===== config.mk =====
export PLATFORM = sky130hd
export DESIGN_NAME = cr_iu_randclk_ctrl
export DESIGN_NICKNAME = d
export VERILOG_FILES = /design/src/rtl/cr_iu_randclk_pkg.sv /design/src/rtl/cr_iu_randclk_lfsr.sv /design/src/rtl/cr_iu_randclk_ctrl.sv
export SDC_FILE = /design/constraint.sdc
export NUM_CORES = 1
export LEC_CHECK = 0
export CORE_UTILIZATION = 30
export DETAILED_ROUTE_END_ITERATION = 10
export PLACE_DENSITY_LB_ADDON = 0.05
export REMOVE_ABC_BUFFERS = 1
export SYNTH_ARGS = -nofsm -noshare
export SYNTH_HDL_FRONTEND = slang
export SYNTH_SLANG_ARGS = --single-unit

===== constraint.sdc =====
create_clock -name forever_cpuclk -period 2.85 [get_ports forever_cpuclk]
set_clock_uncertainty 0.15 [all_clocks]
set_input_delay 0.855 -clock forever_cpuclk [delete_from_list [all_inputs] [get_ports forever_cpuclk]]
set_output_delay 0.855 -clock forever_cpuclk [all_outputs]
set_load 0.02 [all_outputs]

===== src/rtl/cr_iu_randclk_pkg.sv =====
// Shared encodings and constants for the IU random-clock enable scheduler.
// No logic; latency n/a; backpressure n/a.
package cr_iu_randclk_pkg;

  typedef enum logic [1:0] {
    ST_IDLE  = 2'd0,
    ST_RUN   = 2'd1,
    ST_DRAIN = 2'd2
  } state_t;

  localparam int GRP_MAD      = 0;
  localparam int GRP_OPER_GPR = 1;
  localparam int GRP_PCGEN    = 2;
  localparam int GRP_RETIRE   = 3;
  localparam int GRP_WB_BUF   = 4;
  localparam int GRP_WB_CTRL  = 5;
  localparam int GRP_WB_IDX   = 6;

  localparam int NUM_GPR = 21;
  // Flat enable vector: [0] mad, [21:1] oper_gpr, [26:22] pcgen..wb_idx.
  localparam int NUM_EN  = NUM_GPR + 6;

  localparam logic [15:0] LFSR_TAPS = 16'hB400;
  localparam logic [15:0] SEED_RST  = 16'hACE1;

  function automatic logic [NUM_EN-1:0] en_onehot(input logic [2:0] grp, input logic [4:0] idx);
    int pos;
    if (grp == 3'(GRP_OPER_GPR))
      pos = 1 + int'(idx);
    else if (grp == 3'(GRP_MAD))
      pos = 0;
    else
      pos = NUM_GPR - 1 + int'(grp);
    en_onehot = NUM_EN'(1) << pos;
  endfunction

endpackage


===== src/rtl/cr_iu_randclk_lfsr.sv =====
// 16-bit Galois LFSR with step, load and zero-seed substitution.
// Latency: new value one cycle after step/load; no backpressure.
module cr_iu_randclk_lfsr #(
  parameter logic [15:0] SEED_RST = cr_iu_randclk_pkg::SEED_RST
) (
  input  logic        clk,
  input  logic        rst,
  input  logic        step,
  input  logic        load,
  input  logic [15:0] seed,
  output logic [15:0] lfsr
);
  import cr_iu_randclk_pkg::*;

  always_ff @(posedge clk) begin
    if (rst)
      lfsr <= SEED_RST;
    else if (load)
      lfsr <= (seed == 16'h0000) ? SEED_RST : seed;  // all-zero would lock up
    else if (step)
      lfsr <= {1'b0, lfsr[15:1]} ^ (lfsr[0] ? LFSR_TAPS : 16'h0000);
  end

endmodule


===== src/rtl/cr_iu_randclk_ctrl.sv =====
// LFSR-scheduled IU random-clock module enables with halt handshake; CR_IU_RANDCLK_FORCE_EN adds a force-all input.
// Latency: enable rises one cycle after a fire decision; all outputs registered; no backpressure.
module cr_iu_randclk_ctrl #(
  parameter int          DWELL    = 4,
  parameter int          GAP      = 2,
  parameter logic [15:0] SEED_RST = cr_iu_randclk_pkg::SEED_RST
) (
  input  logic        forever_cpuclk,
  input  logic        cpurst,
`ifdef CR_IU_RANDCLK_FORCE_EN
  input  logic        had_randclk_force,
`endif
  input  logic        seu_randclk_en,
  input  logic [3:0]  seu_randclk_rate,
  input  logic [6:0]  seu_randclk_grp_mask,
  input  logic        seu_randclk_seed_vld,
  input  logic [15:0] seu_randclk_seed,
  input  logic        had_randclk_halt_req,
  output logic        randclk_halt_ack,
  output logic        randclk_mad_mod_en_w2,
  output logic [20:0] randclk_oper_gpr_mod_en_w32,
  output logic        randclk_pcgen_mod_en_w32,
  output logic        randclk_retire_mod_en_w2,
  output logic        randclk_wb_buf_mod_en_w32,
  output logic        randclk_wb_ctrl_mod_en_w2,
  output logic        randclk_wb_idx_mod_en_w5
);
  import cr_iu_randclk_pkg::*;

  localparam logic [3:0] DWELL_C = 4'(DWELL);
  localparam logic [3:0] GAP_C   = 4'(GAP);

  state_t              state;
  logic [3:0]          dwell;
  logic [3:0]          gap;
  logic [15:0]         lfsr;
  logic [NUM_EN-1:0]   en_vec;
  logic [NUM_EN-1:0]   en_vec_nxt;
  logic [NUM_EN-1:0]   mod_en;
  logic [2:0]          grp;
  logic [4:0]          idx;
  logic [7:0]          mask8;
  logic                run_req;
  logic                fire;
  logic                unused_lfsr_hi;

  assign run_req = seu_randclk_en && !had_randclk_halt_req;
  assign grp     = lfsr[6:4];
  assign idx     = lfsr[11:7];
  // Group 7 maps onto the padded zero bit, so it can never fire.
  assign mask8   = {1'b0, seu_randclk_grp_mask};
  assign unused_lfsr_hi = ^lfsr[15:12];

  assign fire = (state == ST_RUN) && run_req && (dwell == 4'd0) && (gap == 4'd0) &&
                (lfsr[3:0] < seu_randclk_rate) && mask8[grp] &&
                ((grp != 3'(GRP_OPER_GPR)) || (idx < 5'(NUM_GPR)));

  assign en_vec_nxt = fire ? en_onehot(grp, idx) : ((dwell <= 4'd1) ? '0 : en_vec);

  cr_iu_randclk_lfsr #(.SEED_RST(SEED_RST)) u_lfsr (
    .clk  (forever_cpuclk),
    .rst  (cpurst),
    .step (state != ST_IDLE),
    .load ((state == ST_IDLE) && seu_randclk_seed_vld),
    .seed (seu_randclk_seed),
    .lfsr (lfsr)
  );

  always_ff @(posedge forever_cpuclk) begin
    if (cpurst) begin
      state            <= ST_IDLE;
      dwell            <= '0;
      gap              <= '0;
      en_vec           <= '0;
      randclk_halt_ack <= 1'b1;
    end else begin
      en_vec <= en_vec_nxt;
      if (fire) begin
        dwell <= DWELL_C;
      end else if (dwell != 4'd0) begin
        dwell <= dwell - 4'd1;
        if (dwell == 4'd1)
          gap <= GAP_C;
      end else if (gap != 4'd0) begin
        gap <= gap - 4'd1;
      end

      case (state)
        ST_IDLE: begin
          if (!seu_randclk_seed_vld && run_req) begin
            state            <= ST_RUN;
            randclk_halt_ack <= 1'b0;
          end else begin
            randclk_halt_ack <= 1'b1;
          end
        end
        ST_RUN: begin
          randclk_halt_ack <= 1'b0;
          if (!run_req)
            state <= ST_DRAIN;
        end
        ST_DRAIN: begin
          if (run_req) begin
            state            <= ST_RUN;
            randclk_halt_ack <= 1'b0;
          end else if (dwell <= 4'd1) begin
            // Leave on the edge that ends the last dwell cycle; pending gap is dropped.
            state            <= ST_IDLE;
            dwell            <= '0;
            gap              <= '0;
            randclk_halt_ack <= 1'b1;
          end else begin
            randclk_halt_ack <= 1'b0;
          end
        end
        default: begin
          state            <= ST_IDLE;
          randclk_halt_ack <= 1'b1;
        end
      endcase
`ifdef CR_IU_RANDCLK_FORCE_EN
      if (had_randclk_force)
        randclk_halt_ack <= 1'b0;
`endif
    end
  end

`ifdef CR_IU_RANDCLK_FORCE_EN
  logic [NUM_EN-1:0] mod_en_q;

  always_ff @(posedge forever_cpuclk) begin
    if (cpurst)
      mod_en_q <= '0;
    else
      mod_en_q <= had_randclk_force ? '1 : en_vec_nxt;
  end

  assign mod_en = mod_en_q;
`else
  assign mod_en = en_vec;
`endif

  assign randclk_mad_mod_en_w2       = mod_en[0];
  assign randclk_oper_gpr_mod_en_w32 = mod_en[NUM_GPR:1];
  assign randclk_pcgen_mod_en_w32    = mod_en[NUM_GPR+1];
  assign randclk_retire_mod_en_w2    = mod_en[NUM_GPR+2];
  assign randclk_wb_buf_mod_en_w32   = mod_en[NUM_GPR+3];
  assign randclk_wb_ctrl_mod_en_w2   = mod_en[NUM_GPR+4];
  assign randclk_wb_idx_mod_en_w5    = mod_en[NUM_GPR+5];

endmodule


[Yosys cells after proc, flatten, opt, wreduce, memory -nomap -nowiden]
Cells that the tools add are included.
Cells by class
  $add $sub $neg: 4
  $lt $le $gt $ge: 4
  equality and inequality tests: 8
  shift operators: 1
  multiplexer cells: 31
  bitwise operators: 1
  reductions and logical operators: 23
Operator list (number)
  $mux 16: 4
  $mux 27: 2
  $mux 4: 12
  $shl 1x32->27 const A: 1
  $logic_not 16->1: 1
  $xor 15x16->16: 1
  $mux 6: 2
  $logic_and 1x1->1: 9
  $logic_not 4->1: 2
  $mux 2: 4
  $reduce_bool 4->1: 2
  $sub 4x1->4 const B: 2
  $add 1x5->6 const A: 1
  $add 5x3->6 const A: 1
  $pmux 2 s3: 1
  $reduce_bool 2->1: 3
  $lt 5x5->1 const B: 1
  $eq 4x1->1 const B: 1
  $le 4x1->1 const B: 1
  $lt 3x4->1 const B: 1
  $lt 4x4->1: 1
  $mux 1: 4
  $bmux 1 s3: 1
  $eq 3x1->1 const B: 1
  12 further kinds: 13
Word-level totals
  bits in registers: 54
  input bits: 32
  output and inout bits: 28
  word-level logic and storage cells: 78

[Depth between registers and ports, before layout]
  word-level depth: 12
  mapped depth: 9

[By module]
From an unflattened synthesis, not the netlist that was laid out.
Unflattened totals
  cell total of the unflattened synthesis: 344
  area, all modules: 3019.1 um2
By module, submodules not included
  cr_iu_randclk_ctrl: instances 1, cells each 256, area each 2143.3 um2, sequential area each 760.7 um2
  cr_iu_randclk_lfsr: instances 1, cells each 88, area each 875.8 um2, sequential area each 320.3 um2

[Worst setup path before layout]
Ideal clock, no wire load.
  path kind: input port to flip-flop
  from: in seu_randclk_rate[3]
  to: reg en_vec[12]
  library setup time: 0.088 ns
  data arrival time: 2.309 ns
  data required time: 2.612 ns
  slack: 0.302 ns
  cell stages on the path: 8
  path buffers: 1
  cell sequence: inv_1 > ha_1 > a21oi_2 > nand4_4 > a211o_1 > buf_4 > nand4bb_1 > o32ai_2
Between the ends
  word-level cells in the longest chain between the ends: 5
Ends and longest elaborated chain
  start: declaration: RTL line cr_iu_randclk_ctrl.sv:14  | input logic [3:0] seu_randclk_rate,
  $lt 4x4->1 (*): RTL line cr_iu_randclk_ctrl.sv:55  | (lfsr[3:0] < seu_randclk_rate) && mask8[grp] &&
  $logic_and 1x1->1 (*): RTL line cr_iu_randclk_ctrl.sv:54  | assign fire = (state == ST_RUN) && run_req && (dwell == 4'd0) && (gap == 4'd0) &&
  $logic_and 1x1->1 (*) (2 in series): RTL line cr_iu_randclk_ctrl.sv:55
  $mux 27 or $reduce_bool 2->1 (tied branches)
  end signal: assignment: RTL line cr_iu_randclk_ctrl.sv:77  | en_vec <= en_vec_nxt;
  end: declaration: RTL line cr_iu_randclk_ctrl.sv:37  | logic [NUM_EN-1:0] en_vec;
Every way passes the cells marked *; elsewhere a longest branch is shown, timed or not.
A chain may end at the register's enable or synchronous reset.

[Worst setup path after layout]
  from: in seu_randclk_rate[3]
  to: reg en_vec[14]
The elaborated chain is that of the path after synthesis.

==> impl_metrics.ini <==
[status]
status = finished, final reports clean

[logic_synthesis]
yosys.cell_types.count = 57
ys.flop_type = dfxtp_1
async_flop_share_pct = 0
avgSynthCellArea_um2 = 9.109
yosysTopAreaCellShare_pct = 35.01
synthTopCellsByCount = dfxtp_1, a21oi_1, nor2_1
yosysWarnings = 0
synthesis.area_mm2 = 0.003088
synth_edf_count = 0
syn_inst = 339
yosys-top-cells-area = dfxtp_1, o211ai_1, a21oi_1, nand4_1, mux2i_1
ys_ff_latch = 54
synth.most_common_cell = dfxtp_1
synth.largest_area_cell = dfxtp_1
synth_seq_area_share_pct = 35.01

[clock_network]
ctsHtreeMaxLevel = 2
cts_buffer_depth = 2
clkLatencyLatePin_ns = 0.31
clk_pin_slew_ns = 0.10
cts_root_buffer = clkbuf_8
cts_buffers = 5
cts_tree = built
cts_setup_buffers = 0
clock_sinks = 54

[pwr]
p_leak_nw = 1.456
vdd_drop_max_v = 0.0003914
pwr-share-clk_pct = 18.6
combPwrFrac_pct = 41.3
power.switching_uw = 870.1
p_int_mw = 1.373
power_density_mw_per_mm2 = 551.7
pwr-share-seq_pct = 40.1
swShare_pct = 38.78
total_power_mw = 2.243

[drt]
via_per_inst = 4.989
routed_wl_mm = 8.058
avgRoutedWirePerCell_um = 14.79
first_iter_violations = 71
route.detailed.drc = 0
via_count = 2719
ant_nets = 0
firstDrtPassIters = 4

[layout]
instances_no_fill = 545
fin_area_mm2 = 0.004066
diodes = 0
syn_to_final_growth_pct = 31.69
drive_gt1_share_pct = 15.78
final_nets = 452

[sta]
finalMaxSlewViolations = 0
whs_ns = 0.3356
worst_slack_ns = 0.1228
relSlewSlack_pct = 48.28
clock.fmax_ghz = 0.3667
setup_viol = 0
worst_slew_pin_slew_ns = 0.7690
finalCritPeriodShare_pct = 95.69
min_period_ns = 2.727
rsz0062_at_grt = false
hold_viol = 0

[critical_path]
setup.worst_path.end_class = flip-flop
crit_path_start = seu_randclk_rate[3]
timing.rr.start = dwell[0]
critPathMaxFanout = 5
arrival_ns = 2.81
worstPathRequired_ns = 2.93
cp-start-kind = primary input
criticalPathCategory = in2reg

[global_route]
grt_overflow = 0
grt_pass1_wl_mm = 13.64
first_global_vias = 2677
grt_usage_pct = 16.40
grt_start_max_net_pins = 27
antenna_found_initial = 0

[floorplanning]
io_pins = 60
fp.dieH_um = 103.5
die_area_mm2 = 0.01070
start_util_pct = 31.30
fp.dieW_um = 103.5
rows = 36
core_area_mm2 = 0.009864

[placed_design]
port_buffers = 59
pre_cts_slack_ns = -0.2660
placedCellCount = 538
postPlaceCellArea_mm2 = 0.003960
dp_hpwl_mm = 5.990
place_congestion = 0.7273

[hold_path]
hold_path.class = reg2reg
hold_path.startpoint = u_lfsr.lfsr[12]

[job]
drv_cap = 0
final timing paths:
path                     end  slack (ns)  depth (start not counted)
max               en_vec[14]        0.12                          9
min          u_lfsr.lfsr[11]        0.34                          1
max reg2reg       en_vec[14]        0.47                          8
min reg2reg  u_lfsr.lfsr[11]        0.34                          1
state kept, by name, indices dropped and copies added, names as in the netlist:
register          cells
randclk_halt_ack      1
state                 2
gap                   4
u_lfsr.lfsr          16
dwell                 4
en_vec               27
cells by family (layout without fill, tap and decap cells):
kind of cell | Yosys count | after routing | synth area share, %
AO/OA/AOI/OAI | 108 | 108 | 28.28
AND/OR/NAND/NOR | 103 | 103 | 20.10
flip-flops | 54 | 54 | 35.01
buffers and inverters | 46 | 119 | 7.131
multiplexers | 13 | 13 | 4.255
adder cells (fa/ha/maj) | 8 | 8 | 3.242
XOR/XNOR | 7 | 7 | 1.985
power by group through the flow:
stage	Sequential [mW]	Clock (mW)	Combinational, mW
6_report	0.900	0.417	0.926
5_1_grt	0.912	0.467	1.04
4_1_cts	0.899	0.435	0.927
3_5_place_dp	0.916	0	0.925
3_3_place_gp	0.914	0	0.924
2_1_floorplan	0.905	0	0.615
placed cells by master (no fill, tap or decap), drive strengths merged, types with 2 or more instances in the layout:
master	count
clkdlybuf4s50	59
dfxtp	54
nor2	33
a21oi	33
buf	33
nand4	24
o211ai	23
inv	20
mux2i	12
a211oi	11
nand2	9
o22ai	8
ha	8
nor2b	7
a211o	7
clkbuf	7
o21ai	7
nand2b	4
a2111oi	4
xor2	4
o32ai	4
nor3	4
or2	4
or4	4
xnor2	3
a21o	3
nor3b	2
nand3	2
or3	2
final cells by class:
| class | instances | area (um^2) |
|---|---|---|
| clock buffers | 7 | 76.32 |
| fillers | 1016 | 5798 |
| inverters | 20 | 75.07 |
| multi-input cells | 239 | 1809 |
| flip-flops and latches | 54 | 1081 |
| well taps | 133 | 166.4 |
| repair buffers | 92 | 858.3 |
critical path: stages:
cell	delay [ns]
clkdlybuf4s50_1	0.45
inv_1	0.06
ha_4	0.24
a21oi_2	0.16
nand4_4	0.15
a211o_4	0.38
nand4bb_1	0.23
buf_4	0.19
o32ai_2	0.08
metrics by stage:
step | utilization (%) | setup TNS (ns)
2_1_floorplan | - | 0
3_3_place_gp | 40.14 | -7.816
3_5_place_dp | 40.14 | -8.474
4_1_cts | 40.92 | 0
5_1_grt | 41.22 | 0
6_report | 41.22 | 0
per-layer routing:
metal  part of all wire (%)  track usage (%)  vias up
li1                       -                -     1410
met1                     51            22.92     1263
met2                     46            26.54       38
met3                    2.6            2.218        8
met4                    1.0            4.225        0
met5                      0                0        -
repair_timing:
| action | 4_1_cts | 5_1_grt |
|---|---|---|
| setup endpoints to repair | 0 | 27 |
| gates resized for setup | 0 | 5 |
| hold buffers | 0 | 0 |
Note: power is estimated with default switching activity, not from simulation.
